[config.mk]
export PLATFORM = sky130hd
export DESIGN_NAME = serial_adder
export DESIGN_NICKNAME = d
export VERILOG_FILES = /design/src/rtl/serial_adder.sv
export SDC_FILE = /design/constraint.sdc
export NUM_CORES = 1
export LEC_CHECK = 0
export CORE_ASPECT_RATIO = 1.4
export CORE_UTILIZATION = 53
export DETAILED_ROUTE_END_ITERATION = 8
export MAX_ROUTING_LAYER = met4
export PLACE_DENSITY = 0.82
export SKIP_CTS_REPAIR_TIMING = 1
export SYNTH_ARGS = -nofsm -noshare
export SYNTH_HDL_FRONTEND = slang
export SYNTH_SLANG_ARGS = --single-unit
[constraint.sdc]
create_clock -name clk -period 2.5 [get_ports clk]
set_clock_uncertainty 0.15 [all_clocks]
set_input_delay 0.25 -clock clk [delete_from_list [all_inputs] [get_ports clk]]
set_output_delay 0.25 -clock clk [all_outputs]
set_load 0.02 [all_outputs]
[src/rtl/serial_adder.sv]
// Bit-serial WIDTH-bit adder: one full-adder cell plus a carry register,
// consuming operands LSB first and presenting {c_out, sum} with a done pulse.
module serial_adder #(
    parameter int WIDTH = 8
) (
    input  logic             clk,
    input  logic             rst_n,
    input  logic             start,
    input  logic [WIDTH-1:0] a,
    input  logic [WIDTH-1:0] b,
    input  logic             c_in,
    output logic             busy,
    output logic             done,
    output logic [WIDTH-1:0] sum,
    output logic             c_out
);

    localparam int CW = $clog2(WIDTH);

    typedef enum logic [1:0] {IDLE, RUN, DONE} state_t;

    state_t           state, state_next;
    logic [WIDTH-1:0] a_sr, b_sr;
    logic             cy;
    logic [CW-1:0]    cnt;
    logic             accept, last, s, cy_next;

    always_comb begin
        accept  = start && (state == IDLE || state == DONE);
        last    = (state == RUN) && (cnt == CW'(WIDTH - 1));
        s       = a_sr[0] ^ b_sr[0] ^ cy;
        cy_next = (a_sr[0] & b_sr[0]) | (a_sr[0] & cy) | (b_sr[0] & cy);
    end

    always_ff @(posedge clk or negedge rst_n) begin
        if (!rst_n) state <= IDLE;
        else        state <= state_next;
    end

    always_comb begin
        state_next = state;
        case (state)
            IDLE:    if (accept) state_next = RUN;
            RUN:     if (last)   state_next = DONE;
            DONE:    state_next = accept ? RUN : IDLE;
            default: state_next = IDLE;
        endcase
    end

    // busy/done are flopped from the next state so they change exactly with it
    always_ff @(posedge clk or negedge rst_n) begin
        if (!rst_n) begin
            busy <= 1'b0;
            done <= 1'b0;
        end else begin
            busy <= (state_next == RUN);
            done <= (state_next == DONE);
        end
    end

    always_ff @(posedge clk or negedge rst_n) begin
        if (!rst_n) begin
            a_sr  <= '0;
            b_sr  <= '0;
            cy    <= 1'b0;
            cnt   <= '0;
            sum   <= '0;
            c_out <= 1'b0;
        end else if (accept) begin
            a_sr  <= a;
            b_sr  <= b;
            cy    <= c_in;
            cnt   <= '0;
            sum   <= '0;
            c_out <= 1'b0;
        end else if (state == RUN) begin
            a_sr <= a_sr >> 1;
            b_sr <= b_sr >> 1;
            cy   <= cy_next;
            cnt  <= cnt + CW'(1);
            // sum fills from the MSB so step i lands in bit i after WIDTH shifts
            sum  <= {s, sum[WIDTH-1:1]};
            if (last) c_out <= cy_next;
        end
    end

endmodule

Yosys cells after proc, flatten, opt, wreduce, memory -nomap -nowiden
Index checks and enable logic that the tools add are counted.
W data, S select, Z words.
Cells by class
  bitwise logic cells: 7
  eq/ne operators: 5
  muxes and demuxes: 17
  $add $sub $neg: 1
  reduce and logical (&&, ||, !) cells: 7
Operators with widths (number)
  $mux W8: 6
  $mux W1: 6
  $mux W3: 2
  $pmux W2 S3: 1
  $eq A2 B1 Y1 const B: 2
  $eq A2 B2 Y1 const B: 2
  $mux W2: 2
  $reduce_bool A2 Y1: 2
  $add A3 B1 Y3 const B: 1
  $and A1 B1 Y1: 3
  $eq A3 B3 Y1 const B: 1
  $logic_and A1 B1 Y1: 2
  $logic_not A2 Y1: 1
  $or A1 B1 Y1: 2
  $reduce_and A2 Y1: 1
  $xor A1 B1 Y1: 2
  $logic_or A1 B1 Y1: 1
Storage, ports and cells
  flip-flop bits (word level): 33
  logic and storage cells: 46
  input bits: 20

Longest topological paths before layout
Gate-level depths: netlist of run 1.
  depth in word-level cells: 6
  depth in mapped cells: 5
  mapped depth without buffers: 5

Worst setup path after synthesis of run 1
No wires, ideal clock.
  path type: flip-flop to flip-flop
  from: reg a_sr[0]
  to: reg sum[7]
  required time: 2.229 ns
  stages on the path, launching flop included: 4
  clock period less this slack: 1.534 ns
  path buffers: 0
  arrival time: 1.263 ns
  path slack: 0.966 ns
  cells stage by stage: dfrtp_1 > fa_1 > mux2_2 > a22o_1
Between the ends
  word-level cells in the longest chain between the ends: 4
RTL lines
  from (decl): line 23  | logic [WIDTH-1:0] a_sr, b_sr;
  from (signal assigned): line 77  | a_sr <= a_sr >> 1;
  $xor A1 B1 Y1 (2 in series): line 31  | s = a_sr[0] ^ b_sr[0] ^ cy;
  $mux W8: line 76  | end else if (state == RUN) begin
  $mux W8: line 69  | end else if (accept) begin
  to (signal assigned): line 82  | sum <= {s, sum[WIDTH-1:1]};
  to (decl): line 14  | output logic [WIDTH-1:0] sum,
Every way passes these cells. The select of a mux whose other input is x is not followed.
A chain may end at the register's enable or synchronous reset.

Worst setup path after layout of run 1
  from: reg sum[7]
  to: out sum[7]
No word-level cell between the ends.

==> results of run 1 <==
## cell type report
cell class / count / area share
inverter: 12 / 0.0248
clock inverter: 3 / 0.00966
clock buffer: 5 / 0.0207
multi-input combinational: 71 / 0.295
tap: 36 / 0.0248
sequential: 33 / 0.455
timing repair buffer: 31 / 0.170
## logic make-up (layout without fill, tap and decap cells)
logic type	count (synthesis)	count (layout)	share of synthesized area
adders and majority gates	3	3	0.0304
buffers and inverters	21	51	0.0827
AOI/OAI and AO/OA	46	46	0.209
DFF	33	33	0.557
and+or+nand+nor	14	14	0.0624
muxes	8	8	0.0582
## registers in the layout (all words and copies together) (netlist names)
signal  flops
b_sr        8
sum         8
busy        1
c_out       1
a_sr        8
cy          1
state       2
cnt         3
done        1
## worst paths after layout
check                               startpoint                  end  cells after the start  slack [ns]
setup reg to reg            state[0]$_DFF_PN0_   cnt[0]$_DFFE_PN0P_                      3        0.85
hold reg to reg            b_sr[4]$_DFFE_PN0P_  b_sr[4]$_DFFE_PN0P_                      2        0.38
max in group asynchronous                rst_n       cy$_DFFE_PN0P_                      2        1.76
min in group clk                          b[7]  b_sr[7]$_DFFE_PN0P_                      2        0.37
hold / removal                           rst_n   sum[3]$_DFFE_PN0P_                      2        0.14
setup / recovery            sum[7]$_DFFE_PN0P_               sum[7]                      1        0.72
## per-stage QoR
stage	area [µm²]	worst slack [ns]	hold slack, ns	power, mW	cells
final	1810	0.721	0.144	2.17	191
after global routing	1810	0.653	0.182	2.34	191
after CTS	1810	0.685	0.147	2.19	191
after detailed placement	1760	0.626	0.351	1.89	183
after global placement	1760	0.646	0.340	1.84	183
after floorplan	1480	0.966	-0.196	1.63	125
## power by group
part / switching [mW] / internal, mW
Clock: 0.186 / 0.106
Sequential: 0.200 / 0.767
Combinational: 0.439 / 0.469
## cell usage after synthesis, drive strengths merged
library cell,instances
a211oi,3
dfrtp,33
and2,2
buf,9
a21oi,15
nand2,2
mux2,5
nor2,1
nand3,1
fa,1
nand2b,3
a22o,12
a21o,1
and2b,1
ha,2
mux2i,3
inv,12
nor2b,4
o21ai,2
o211ai,1
o22ai,12
## per-layer routing
layer,global-route usage,wire length (µm),vias to the layer above
met5,-,0,-
met4,0.107,60,0
met3,0.0780,132,5
met2,0.356,1500,28
met1,0.296,1170,522
li1,-,-,503
## placed cells by master, fill, tap and decap left out, types with 2 or more instances in the layout
| master | netlist | layout |
|---|---|---|
| a211oi_1 | 3 | 3 |
| a21oi_1 | 15 | 15 |
| a22o_1 | 12 | 12 |
| and2_1 | 2 | 2 |
| clkbuf_4 | 0 | 5 |
| clkdlybuf4s50_1 | 0 | 30 |
| clkinv_2 | 0 | 2 |
| dfrtp_1 | 33 | 33 |
| ha_1 | 2 | 2 |
| inv_1 | 12 | 12 |
| mux2_2 | 5 | 5 |
| mux2i_1 | 3 | 3 |
| nand2_1 | 2 | 2 |
| nand2b_2 | 2 | 2 |
| nor2b_1 | 4 | 4 |
| o21ai_1 | 2 | 2 |
| o22ai_1 | 12 | 12 |
==> impl_metrics.tcl, run 1 <==
set metrics [dict create \
    wl_mm 2.87 \
    arrival_ns 1.38 \
    report.final.slew_viol_count 0 \
    crit_buf_inv 1 \
    placementRows 22 \
    worst_pin_slew_ns 0.585 \
    htreeDepth 2 \
    fin_util 0.686 \
    die-area_mm2 0.00302 \
    cp-start-kind "flip-flop" \
    multi_input_area_um2 534 \
    synth-seq-area-share 0.557 \
    setup_viol 0 \
    hold_path_class "primary input to async pin" \
    cts_buffers 5 \
    synthesis.nets 148 \
    post_drt_via_cell_ratio 5.54 \
    syn_area_mm2 0.00148 \
    wire_per_inst_um 15.0 \
    crit_path_top_delay_cell "clkdlybuf4s50_1" \
    seq_area_um2 826 \
    via_count 1058 \
    max_stage_delay_ns 0.62 \
    cts_tree "done" \
    antenna_found_initial 0 \
    crit_required_ns 2.10 \
    drtAntennaViolNets 0 \
    rsz0062_at_grt "false" \
    power.leakage_nw 0.798 \
    yosys_register_bits 33 \
    grt_pass1_vias 1026 \
    fmax_ghz 0.562 \
    drtIter0Drc 20 \
    place.gp.congestion 0.776 \
    area.growth.synth_to_final_pct 22.3 \
    cts_num_sinks 33 \
    die_x_um 46.7 \
    syn_area_per_cell_um2 11.9 \
    num-fill-cells 227 \
    track_usage 0.241 \
    synth_cell_types 24 \
    cp-end-kind "output port" \
    status "finished clean" \
    ir_worst_vdd_v 0.000639 \
    synth_top_area_frac 0.557 \
    tns_ns 0 \
    die_y_um 64.6 \
    syn_inst 125 \
    period_share 0.712 \
    synth_top_cells_by_area "dfrtp_1, a22o_1, a21oi_1, o22ai_1, mux2_2" \
    layout.nets 177 \
    clock_latency_ns 0.34 \
    ys.warnings.count 0 \
    grt_overflow 0 \
    drive_gt1_frac 0.116 \
    powerDensity_mw_per_mm2 1190 \
    yosys.area.top_type "dfrtp_1" \
    crit_chain "clkdlybuf4s50_1" \
    grt_pass1_wl_mm 4.85 \
    min_period_ns 1.78 \
    cts_root_buffer "clkbuf_4" \
    drc 0 \
    critPathKind "flip-flop to output port" \
    final_hold_viol_count 0 \
    relSlewSlack 0.610 \
    maxCapViolations 0 \
    grt_max_degree 34 \
    clk_pin_slew_ns 0.11 \
    worstPathMaxFanout 4 \
    io_pins 31 \
    dr.pass1.iters 4 \
    coreArea_mm2 0.00264 \
    cp_top_family "buffers and inverters" \
    port_buffers 30 \
    n_antenna_cell 0 \
    start_util 0.561 \
    clockBufferDepth 2 \
]
Power figures use the tool's default switching activity.
==> run 2: changes to the inputs <==
--- a/config.mk
+++ b/config.mk
@@ -6,10 +6,10 @@
 export NUM_CORES = 1
 export LEC_CHECK = 0
 export CORE_ASPECT_RATIO = 1.4
-export CORE_UTILIZATION = 53
+export CORE_UTILIZATION = 45
 export DETAILED_ROUTE_END_ITERATION = 8
 export MAX_ROUTING_LAYER = met4
-export PLACE_DENSITY = 0.82
+export PLACE_DENSITY = 0.75
 export SKIP_CTS_REPAIR_TIMING = 1
 export SYNTH_ARGS = -nofsm -noshare
 export SYNTH_HDL_FRONTEND = slang
==> constraint.sdc (replaced) <==
create_clock -name clk -period 1.6 [get_ports clk]
set_clock_uncertainty 0.15 [all_clocks]
set_input_delay 0.16 -clock clk [delete_from_list [all_inputs] [get_ports clk]]
set_output_delay 0.16 -clock clk [all_outputs]
set_load 0.02 [all_outputs]
==> run 2 against run 1 <==
  * Hold slack worse by 0.0058 ns
  * Critical path depth rose by 2
  * Global-route usage shrank 3.9 points
  * Register-to-register slack got worse by 0.83 ns
==> impl_metrics.tcl, run 2 (synthesis results as in run 1) <==
set metrics [dict create \
    status "finished clean" \
    cp_top_family "adder cells" \
    final_hold_viol_count 0 \
    coreArea_mm2 0.00312 \
    dp_hpwl_mm 2.07 \
    clk_pin_slew_ns 0.06 \
    p_total_mw 3.62 \
    most-common-layout-cells "dfrtp_1, clkdlybuf4s50_1, a21oi_1" \
    grt_max_degree 34 \
    clock_latency_ns 0.29 \
    crit_buf_inv 0 \
    ir_worst_vdd_v 0.00101 \
    layout.nets 183 \
    cts_tree "done" \
    die-area_mm2 0.00353 \
    report.final.slew_viol_count 0 \
    worst_pin_slew_ns 0.437 \
    htreeDepth 2 \
    die_y_um 69.9 \
    final_common_cell "dfrtp_1" \
    period_share 0.986 \
    wl_mm 2.94 \
    n_antenna_cell 0 \
    rsz0062_at_grt "true" \
    drc 0 \
    arrival_ns 1.60 \
    start_util 0.475 \
    via_count 1087 \
    drtAntennaViolNets 0 \
    placementRows 24 \
    drtIter0Drc 31 \
    fmax_ghz 0.634 \
    worstReg2RegEnd "sum[7]$_DFFE_PN0P_" \
    worstPathMaxFanout 3 \
    grt_pass1_vias 1128 \
    setup_viol 0 \
    cts_root_buffer "clkbuf_8" \
    powerDensity_mw_per_mm2 1880 \
    io_pins 31 \
    post_drt_via_cell_ratio 5.46 \
    final_cell_count_no_fill 199 \
    reg2reg_slack_ns 0.02 \
    hold_path_class "primary input to async pin" \
    cp-end-kind "flip-flop" \
    num-fill-cells 278 \
    max_stage_delay_ns 0.46 \
    crit_required_ns 1.62 \
    worst-r2r-cell-count 3 \
    cts_num_sinks 33 \
    power.leakage_nw 0.976 \
    r2r-start "b_sr[0]$_DFFE_PN0P_" \
    area.growth.synth_to_final_pct 29.5 \
    reg.largest.list "a_sr: 8 flops, b_sr: 8 flops, sum: 8 flops" \
    track_usage 0.202 \
    relSlewSlack 0.709 \
    port_buffers 30 \
    crit_path_top_delay_cell "fa_1" \
    drive_gt1_frac 0.144 \
    clockBufferDepth 2 \
    crit_chain "fa_1 > mux2_2 > a22o_1" \
    dpl.cell_count 190 \
    dr.pass1.iters 4 \
    wire_per_inst_um 14.8 \
    grt_pass1_wl_mm 4.97 \
    cts_buffers 5 \
    die_x_um 50.5 \
    maxCapViolations 0 \
    antenna_found_initial 0 \
    critPathKind "flip-flop to flip-flop" \
    grt_overflow 0 \
    hold_ws_ns 0.138 \
    cp-start-kind "flip-flop" \
    min_period_ns 1.58 \
    fin_util 0.615 \
    place.gp.congestion 0.711 \
]
run 2: cell types whose count changed in the layout (fill, tap and decap cells not counted), sizes merged:
| cell | change |
|---|---|
| buf | +6 |
| dlymetal6s2s | +9 |
| clkinv | -2 |
| clkdlybuf4s50 | -9 |
| clkbuf | +1 |
run 2: where the power goes:
group	switching, mW	internal, mW	total [mW]	leakage, nW
logic	0.712	0.777	1.49	0.530
registers	0.293	1.20	1.50	0.402
clock network	0.293	0.339	0.632	0.0433
run 2: how the worst max path moves through the flow:
stage | cells after the start | to | start | slack (ns)
6_report | 3 | sum[7]$_DFFE_PN0P_ | b_sr[0]$_DFFE_PN0P_ | 0.02
5_1_grt | 3 | sum[7]$_DFFE_PN0P_ | b_sr[0]$_DFFE_PN0P_ | -0.03
4_1_cts | 1 | sum[7] | sum[7]$_DFFE_PN0P_ | -0.07
3_5_place_dp | 5 | b_sr[4]$_DFFE_PN0P_ | start | -0.04
3_3_place_gp | 5 | b_sr[4]$_DFFE_PN0P_ | start | 0.002
2_1_floorplan | 3 | sum[7]$_DFFE_PN0P_ | a_sr[0]$_DFFE_PN0P_ | 0.07
run 2: per-layer routing:
layer	global-route usage	wire, µm	vias to the layer above
met2	0.320	1480	31
met4	0.108	89	0
met3	0.0654	151	9
li1	-	-	516
met5	-	0	-
met1	0.222	1220	531
run 2: cell type report:
cell class,count,area [µm²],share of cell area
Multi-Input combinational cell,71,534,0.278
Sequential cell,33,826,0.430
Tap cell,39,48.8,0.0254
Inverter,12,45.0,0.0235
Clock inverter,1,7.51,0.00391
Timing Repair Buffer,37,375,0.196
Clock buffer,6,82.6,0.0430
run 2: per-stage QoR:
| stage | area, µm² | TNS (ns) | worst slack [ns] |
|---|---|---|---|
| 2_1_floorplan | 1480 | 0 | 0.0661 |
| 3_3_place_gp | 1790 | 0 | 0.00178 |
| 3_5_place_dp | 1790 | -0.143 | -0.0354 |
| 4_1_cts | 1880 | -0.0983 | -0.0719 |
| 5_1_grt | 1920 | -0.0490 | -0.0263 |
| 6_report | 1920 | 0 | 0.0220 |
